--- src/rtl/gpr_multiport_sb.sv ---
// Multi-read-port general-purpose register file with byte-lane writes and a pending-write scoreboard.
// Define GPR_BYPASS_EN to forward same-cycle write-back data and busy clears to the read ports.
module gpr_multiport_sb #(
    parameter int DATA_WIDTH = 32,
    parameter int ADDR_WIDTH = 5,
    parameter int NUM_READ   = 2
) (
    input  logic                           clk,
    input  logic                           reset,
    input  logic [NUM_READ*ADDR_WIDTH-1:0] rd_addr,
    output logic [NUM_READ*DATA_WIDTH-1:0] rd_data,
    output logic [NUM_READ-1:0]            rd_busy,
    input  logic                           wr_en,
    input  logic [ADDR_WIDTH-1:0]          wr_addr,
    input  logic [DATA_WIDTH-1:0]          wr_data,
    input  logic [DATA_WIDTH/8-1:0]        wr_byte_en,
    input  logic                           issue_en,
    input  logic [ADDR_WIDTH-1:0]          issue_addr,
    output logic [2**ADDR_WIDTH-1:0]       busy_vec,
    output logic [ADDR_WIDTH:0]            busy_cnt,
    output logic                           sb_full
);

    localparam int NUM_REGS  = 2**ADDR_WIDTH;
    localparam int NUM_LANES = DATA_WIDTH / 8;
    localparam int CNT_W     = ADDR_WIDTH + 1;
    localparam logic [CNT_W-1:0] FULL_CNT = CNT_W'(NUM_REGS - 1);

    logic [DATA_WIDTH-1:0] r_regs [NUM_REGS];
    logic [NUM_REGS-1:0]   r_busy;
    logic [CNT_W-1:0]      r_busy_cnt;
    logic                  r_sb_full;

    logic                  w_wr_valid;
    logic                  w_issue_valid;
    logic                  w_same_reg;
    logic [DATA_WIDTH-1:0] w_wr_mask;
    logic [NUM_REGS-1:0]   w_busy_next;
    logic                  w_cnt_inc;
    logic                  w_cnt_dec;
    logic [CNT_W-1:0]      w_cnt_next;

    // Register 0 is hard-wired to zero, so neither path may touch it; reset blocks both.
    assign w_wr_valid    = wr_en && !reset && (wr_addr != '0);
    assign w_issue_valid = issue_en && !reset && (issue_addr != '0);
    assign w_same_reg    = w_wr_valid && w_issue_valid && (wr_addr == issue_addr);

    always_comb begin
        w_wr_mask = '0;
        for (int i = 0; i < NUM_LANES; i++) begin
            w_wr_mask[i*8 +: 8] = {8{wr_byte_en[i]}};
        end
    end

    // NOTE: every register is a flop cleared by reset because the array must be all-zero
    // one cycle after reset; a RAM macro without a clear port could not provide that.
    always_ff @(posedge clk) begin
        if (reset) begin
            for (int r = 0; r < NUM_REGS; r++) begin
                r_regs[r] <= '0;
            end
        end else if (w_wr_valid) begin
            // NOTE: sequential state uses <= so every flop samples pre-edge values,
            // independent of the order the simulator evaluates processes.
            r_regs[wr_addr] <= (r_regs[wr_addr] & ~w_wr_mask) | (wr_data & w_wr_mask);
        end
    end

    // NOTE: the default assignment first keeps this block free of inferred latches.
    always_comb begin
        w_busy_next = r_busy;
        if (w_wr_valid) begin
            w_busy_next[wr_addr] = 1'b0;
        end
        if (w_issue_valid) begin
            w_busy_next[issue_addr] = 1'b1;
        end
        w_busy_next[0] = 1'b0;
    end

    // Count is tracked by transitions; set and clear on one register nets to "stays busy".
    assign w_cnt_inc = w_issue_valid && !r_busy[issue_addr];
    assign w_cnt_dec = w_wr_valid && r_busy[wr_addr] && !w_same_reg;

    always_comb begin
        w_cnt_next = r_busy_cnt;
        case ({w_cnt_inc, w_cnt_dec})
            2'b10:   w_cnt_next = r_busy_cnt + CNT_W'(1);
            2'b01:   w_cnt_next = r_busy_cnt - CNT_W'(1);
            default: w_cnt_next = r_busy_cnt;
        endcase
    end

    always_ff @(posedge clk) begin
        if (reset) begin
            r_busy     <= '0;
            r_busy_cnt <= '0;
            r_sb_full  <= 1'b0;
        end else begin
            r_busy     <= w_busy_next;
            r_busy_cnt <= w_cnt_next;
            r_sb_full  <= (w_cnt_next == FULL_CNT);
        end
    end

    assign busy_vec = r_busy;
    assign busy_cnt = r_busy_cnt;
    assign sb_full  = r_sb_full;

    for (genvar k = 0; k < NUM_READ; k++) begin : g_read
        logic [ADDR_WIDTH-1:0] w_addr;
        logic [DATA_WIDTH-1:0] w_stored;

        assign w_addr   = rd_addr[k*ADDR_WIDTH +: ADDR_WIDTH];
        assign w_stored = (w_addr == '0) ? '0 : r_regs[w_addr];

`ifdef GPR_BYPASS_EN
        logic w_hit;
        logic w_reissue;

        assign w_hit     = w_wr_valid && (wr_addr == w_addr);
        assign w_reissue = w_issue_valid && (issue_addr == w_addr);
        assign rd_data[k*DATA_WIDTH +: DATA_WIDTH] =
            w_hit ? ((w_stored & ~w_wr_mask) | (wr_data & w_wr_mask)) : w_stored;
        assign rd_busy[k] = (w_hit && !w_reissue) ? 1'b0 : r_busy[w_addr];
`else
        assign rd_data[k*DATA_WIDTH +: DATA_WIDTH] = w_stored;
        assign rd_busy[k]                          = r_busy[w_addr];
`endif
    end

endmodule

--- config.mk ---
export PLATFORM = sky130hd
export DESIGN_NAME = gpr_multiport_sb
export DESIGN_NICKNAME = d
export VERILOG_FILES = /design/src/rtl/gpr_multiport_sb.sv
export SDC_FILE = /design/constraint.sdc
export NUM_CORES = 2
export LEC_CHECK = 0
export CAP_MARGIN = 20
export CELL_PAD_IN_SITES_DETAIL_PLACEMENT = 0
export CELL_PAD_IN_SITES_GLOBAL_PLACEMENT = 1
export CORE_UTILIZATION = 38
export DETAILED_ROUTE_END_ITERATION = 8
export GPL_TIMING_DRIVEN = 0
export HOLD_SLACK_MARGIN = 0.02
export PLACE_DENSITY = 0.57
export REMOVE_ABC_BUFFERS = 1
export SETUP_SLACK_MARGIN = 0.02
export SYNTH_ARGS = -nofsm -noshare
export SYNTH_HDL_FRONTEND = slang
export SYNTH_SLANG_ARGS = --single-unit
--- constraint.sdc ---
create_clock -name clk -period 10.4 [get_ports clk]
set_input_delay 3.12 -clock clk [delete_from_list [all_inputs] [get_ports clk]]
set_output_delay 3.12 -clock clk [all_outputs]
set_load 0.005 [all_outputs]
======== Word-level counts from Yosys, hierarchy flattened ========
Memory sizes are Yosys's and may differ from the RTL's.
Index checks and enable logic that the tools add are counted.
storage, ports and cells
  register bits after elaboration ......... 39
  memories ................................ 1
  input bits .............................. 60
  bits in writable memories ............... 1024
  output and inout bits ................... 105
  logic and storage cells ................. 68
operators by class
  mux-type cells .......................... 25
  equality and inequality tests ........... 4
  bitwise logic cells ..................... 7
  reduce and logical (&&, ||, !) cells .... 19
  add/sub/neg operators ................... 2
  order comparisons ....................... 6
memory list
  memory  words  width  rd ports  clocked after memory_dff  wr ports  RTL line  RTL
  r_regs  32     32     3         0                         32        29        logic [DATA_WIDTH-1:0] r_regs [NUM_REGS];
operators with widths
  cell                                                                          count
  32-bit 2-to-1 mux                                                             5
  32-bit bitwise AND                                                            3
  32-bit NOT                                                                    2
  32-bit OR                                                                     2
  32-bit OR reduction                                                           1
  5-bit by 6-bit less-than comparator with 1-bit output, second input constant  4
  1-bit binary-select mux with 5-bit select                                     4
  1-bit 2-to-1 mux                                                              12
  6-bit case mux with 2 select lines                                            1
  1-bit logical AND                                                             11
  1-bit demux with 5-bit select                                                 2
  5-bit by 1-bit >= comparator with 1-bit output, second input constant         2
  5-bit logical NOT                                                             2
  5-bit nonzero test                                                            2
  6-bit by 1-bit adder with 6-bit output, second input constant                 1
  6-bit by 5-bit equality test with 1-bit output, second input constant         1
  6-bit by 1-bit subtractor with 6-bit output, second input constant            1
  5-bit equality test                                                           1
  5-bit 2-to-1 mux                                                              1
  1-bit logical NOT                                                             3
  2-bit by 1-bit equality test with 1-bit output, second input constant         1
  2-bit equality test, second input constant                                    1

======== Depth between registers and ports, before layout ========
  depth in word-level cells ............... 10
  mapped depth ............................ 18
  gate-level depth less buffers ........... 13

======== Worst setup path before layout ========
No wires, ideal clock.
  kind .................................... input -> output
  start point ............................. input port rd_addr[0]
  end point ............................... output port rd_data[21]
  slack ................................... 2330 ps
  cell stages on the path ................. 7
  arrival time ............................ 4950 ps
  cell sequence ........................... clkbuf_1 > buf_2 > buf_2 > buf_2 > mux4_2 > a22oi_1 > a31oi_1
between the ends
  word-level cells in the longest chain between the ends .. 2
  elaborated cells on any way between the ends .. 3
  those cells by class .................... mux (1); reduce/logical (1); memory (1)
RTL lines
  element                                                  RTL line  RTL
  from (decl)                                              10        input logic [NUM_READ*ADDR_WIDTH-1:0] rd_addr,
  memory 32 x 32 bit or 5-bit logical NOT (tied branches)  n/a
  32-bit 2-to-1 mux *                                      115       assign w_stored = (w_addr == '0) ? '0 : r_regs[w_addr];
  to (decl)                                                11        output logic [NUM_READ*DATA_WIDTH-1:0] rd_data,
Every way passes the cells marked *; elsewhere a longest branch is shown, timed or not.

======== Worst setup path in the final report ========
  start point ............................. input port rd_addr[8]
  end point ............................... output port rd_data[60]
The elaborated chain is that of the path after synthesis.

==> results_dict.tcl <==
set metrics [dict create \
    status "finished clean" \
    fp.dieH_um 408.7 \
    critPathTopFamily "buffers and inverters" \
    routedWlPerCell_um 41.97 \
    place_area_mm2 0.06949 \
    clock_latency_ns 0.78 \
    synthCells 4584 \
    tightestPinTransition_ns 1.235 \
    fillCellCount 14572 \
    criticalPathCategory "in2out" \
    leakage_nw 26.04 \
    synth_cell_type_count 76 \
    cp_cell_sequence "clkdlybuf4s50_1 -> nor2_4 -> buf_16 -> nand2_2 -> buf_12 -> o22ai_1 -> a211o_1 -> a31oi_1 -> clkdlybuf4s50_1" \
    maxSlewHeadroom_pct 17.38 \
    netlist.area_leader.share_pct 48.92 \
    synthToLayoutAreaGrowth_pct 17.28 \
    finClkSkew_ns 0.01976 \
    critical_path.startpoint_type "primary input" \
    ys.flop_type "edfxtp_1" \
    slowest_delay_ns 0.91 \
    cts.sinks 1062 \
    num_rows 148 \
    syn_area_mm2 0.06285 \
    synthXorXnorAreaFrac_pct 0.1115 \
    h-tree-depth 4 \
    yosys.area_share.simple_pct 8.932 \
    worstPathMaxFanout 15 \
    finalHoldViolCount 0 \
    cts_buffers 135 \
    setup_violations 0 \
    rsz0062_at_grt "no" \
    final-max-slew-violation-count 0 \
    ys_seq_area_share_pct 50.13 \
    clk_pin_slew_ns 0.05 \
    start_util_pct 38.44 \
    ys_seq_elements 1062 \
    ant_nets 0 \
    hold_path_class "reg2reg" \
    fin_hold_ws_ns 0.5394 \
    fin_ws_ns 0.3135 \
    finalCritPeriodShare_pct 96.99 \
    cpMaxStageDelayCell "clkdlybuf4s50_1" \
    synth_compound_area_share_pct 7.652 \
    synthAdderAreaFrac_pct 0.1314 \
    synth_largest_area_cell "edfxtp_1" \
    fin_crit_ns 10.09 \
    crit_arrival_ns 6.97 \
    cpMostUsedCell "clkdlybuf4s50_1" \
    hold_buffers 0 \
    post-dp-hpwl_um 180200 \
    synthArstFlopShare_pct 0 \
    grt_usage_pct 34.05 \
    io_pins 165 \
    synth_warnings 0 \
    synth_top_family_by_area "multiplexers" \
    timing.fmax_ghz 0.09914 \
    grt_pass1_wl_um 387500 \
    via_per_inst 6.838 \
    cts-resized-gates 0 \
    dr.pass1.iters 7 \
    core_area_mm2 0.1635 \
    cts_root_buf "clkbuf_16" \
    post_cts_buffers 0 \
    cts_tree "yes" \
    crit_path_end_kind "primary output" \
    power-per-cell-area_mw_per_mm2 154.1 \
    die_area_mm2 0.1670 \
    cap_viol_max_count 0 \
    fin_util_pct 45.08 \
    fin_nets 4641 \
    die_width_um 408.7 \
    synth_most_common_cell "edfxtp_1" \
    grt-ovfl-total 0 \
    drive_gt1_share_pct 26.78 \
    r2r_slack_ns 6.52 \
    tns_ns 0 \
    dr_total_vias 46893 \
    synthTopCellsByArea "edfxtp_1 (49%), mux4_2 (23%), nor2_1 (6.0%)" \
    ir_drop_v 0.0001861 \
    io_buffer_count 163 \
    gp_congestion 0.7936 \
    grt_pass1_vias 45904 \
    drt_first_iter_violations 7024 \
    syn_avg_cell_area_um2 13.71 \
    cp.required_ns 7.28 \
    drc 0 \
    synth_mux_area_share_pct 29.08 \
    synth_edf_count 1024 \
    routed_wl_um 287800 \
    path_buf_inv 4 \
    grt_max_degree 93 \
    cts.path.max_buffers 3 \
    antenna_found_initial 13 \
    finalInstanceArea_mm2 0.07371 \
    synthTopCellsByCount "edfxtp_1 (1024), nor2_1 (1002), mux4_2 (643)" \
    dp_slack_ns 0.3648 \
]
[report_power, final]
group          switching [mW]  internal (mW)  total [mW]
Sequential              0.114           4.85        4.96
Clock                    1.91           2.63        4.54
Combinational            1.10          0.755        1.85
Total                    3.13           8.23        11.4
[cell usage in the layout (no fill, tap or decap), types with 8 or more instances in the layout]
cell             netlist  routed
edfxtp_1            1024    1024
nor2_1              1002     997
mux4_2               643     643
mux2i_1              333     333
o22ai_1              190     189
a22oi_1              159     159
clkdlybuf4s50_1        0     149
clkbuf_16              0     140
a211o_1               77      77
buf_16                 0      74
a31oi_1               67      67
nor2_2                60      61
nand2_4                0      58
buf_12                 0      47
clkinv_1               1      43
mux2_2                41      41
dfxtp_1               38      38
buf_8                  0      37
nor2b_1               41      35
conb_1                 1      33
nand2_1               92      28
o32ai_4                0      25
inv_1                 27      24
buf_4                 19      23
or4_1                 23      22
a211oi_1              20      20
clkinv_2               0      18
o21ai_0               17      17
clkbuf_1             236      17
nand2b_1              17      16
o31ai_1               15      15
a2111oi_0             12      12
a22o_1                 9       9
inv_6                  0       9
a21oi_1                8       8
[registers in the layout, summed over array words and instances (netlist names)]
signal    count
sb_full       1
busy_vec     31
r_regs     1024
busy_cnt      6
[metal layers]
layer,global-route usage [%],share of wire (%)
met2,51.86,45
met4,17.36,5.7
met5,0,0.0045
met1,45.91,39
met3,7.235,10
[per-stage QoR]
stage | cells | total power, mW
after floorplan | 4099 | 5.836
after global placement | 6437 | 7.369
after detailed placement | 6611 | 6.871
after CTS | 6849 | 11.36
after global routing | 6853 | 11.61
final | 6858 | 11.36
[logic make-up (layout without fill, tap and decap cells)]
family	Yosys count	after routing
xor gates and xnor gates	8	8
buffers and inverters	545	605
adders and majority gates	6	6
DFF	1062	1062
other	1	40
muxes	1017	1017
and+or+nand+nor	1309	1309
AOI/OAI and AO/OA	636	636
[worst reg2reg max path: stages, from the launching register on]
cell and delay, ns:
dfxtp_1 0.39, mux4_2 0.53, mux4_2 0.47, a22oi_1 0.25, nand4_1 0.16, ha_1 0.35, ha_1 0.36, or4b_2 0.66
o311ai_0 0.11, or3b_2 0.20, xnor2_1 0.12, and4b_1 0.21
[final timing paths]
kind                     start      endpoint  depth (start not counted)
setup reg to reg  busy_vec[24]       sb_full                         11
hold reg to reg   busy_vec[28]  busy_vec[28]                          2
setup / recovery    rd_addr[8]   rd_data[60]                          9
hold / removal    busy_vec[28]  busy_vec[28]                          2
[area by class of cell]
type / instances / area [um2] / area share [%]
inverter: 28 / 106.4 / 0.1443
timing repair buffer: 339 / 5286 / 7.171
sequential: 1062 / 31510 / 42.75
tap: 2175 / 2721 / 3.692
antenna: 7 / 17.52 / 0.02376
clock inverter: 79 / 570.5 / 0.7740
multi-input combinational: 3009 / 29910 / 40.57
clock buffer: 159 / 3595 / 4.877
Note: power is estimated with default switching activity, not from simulation.
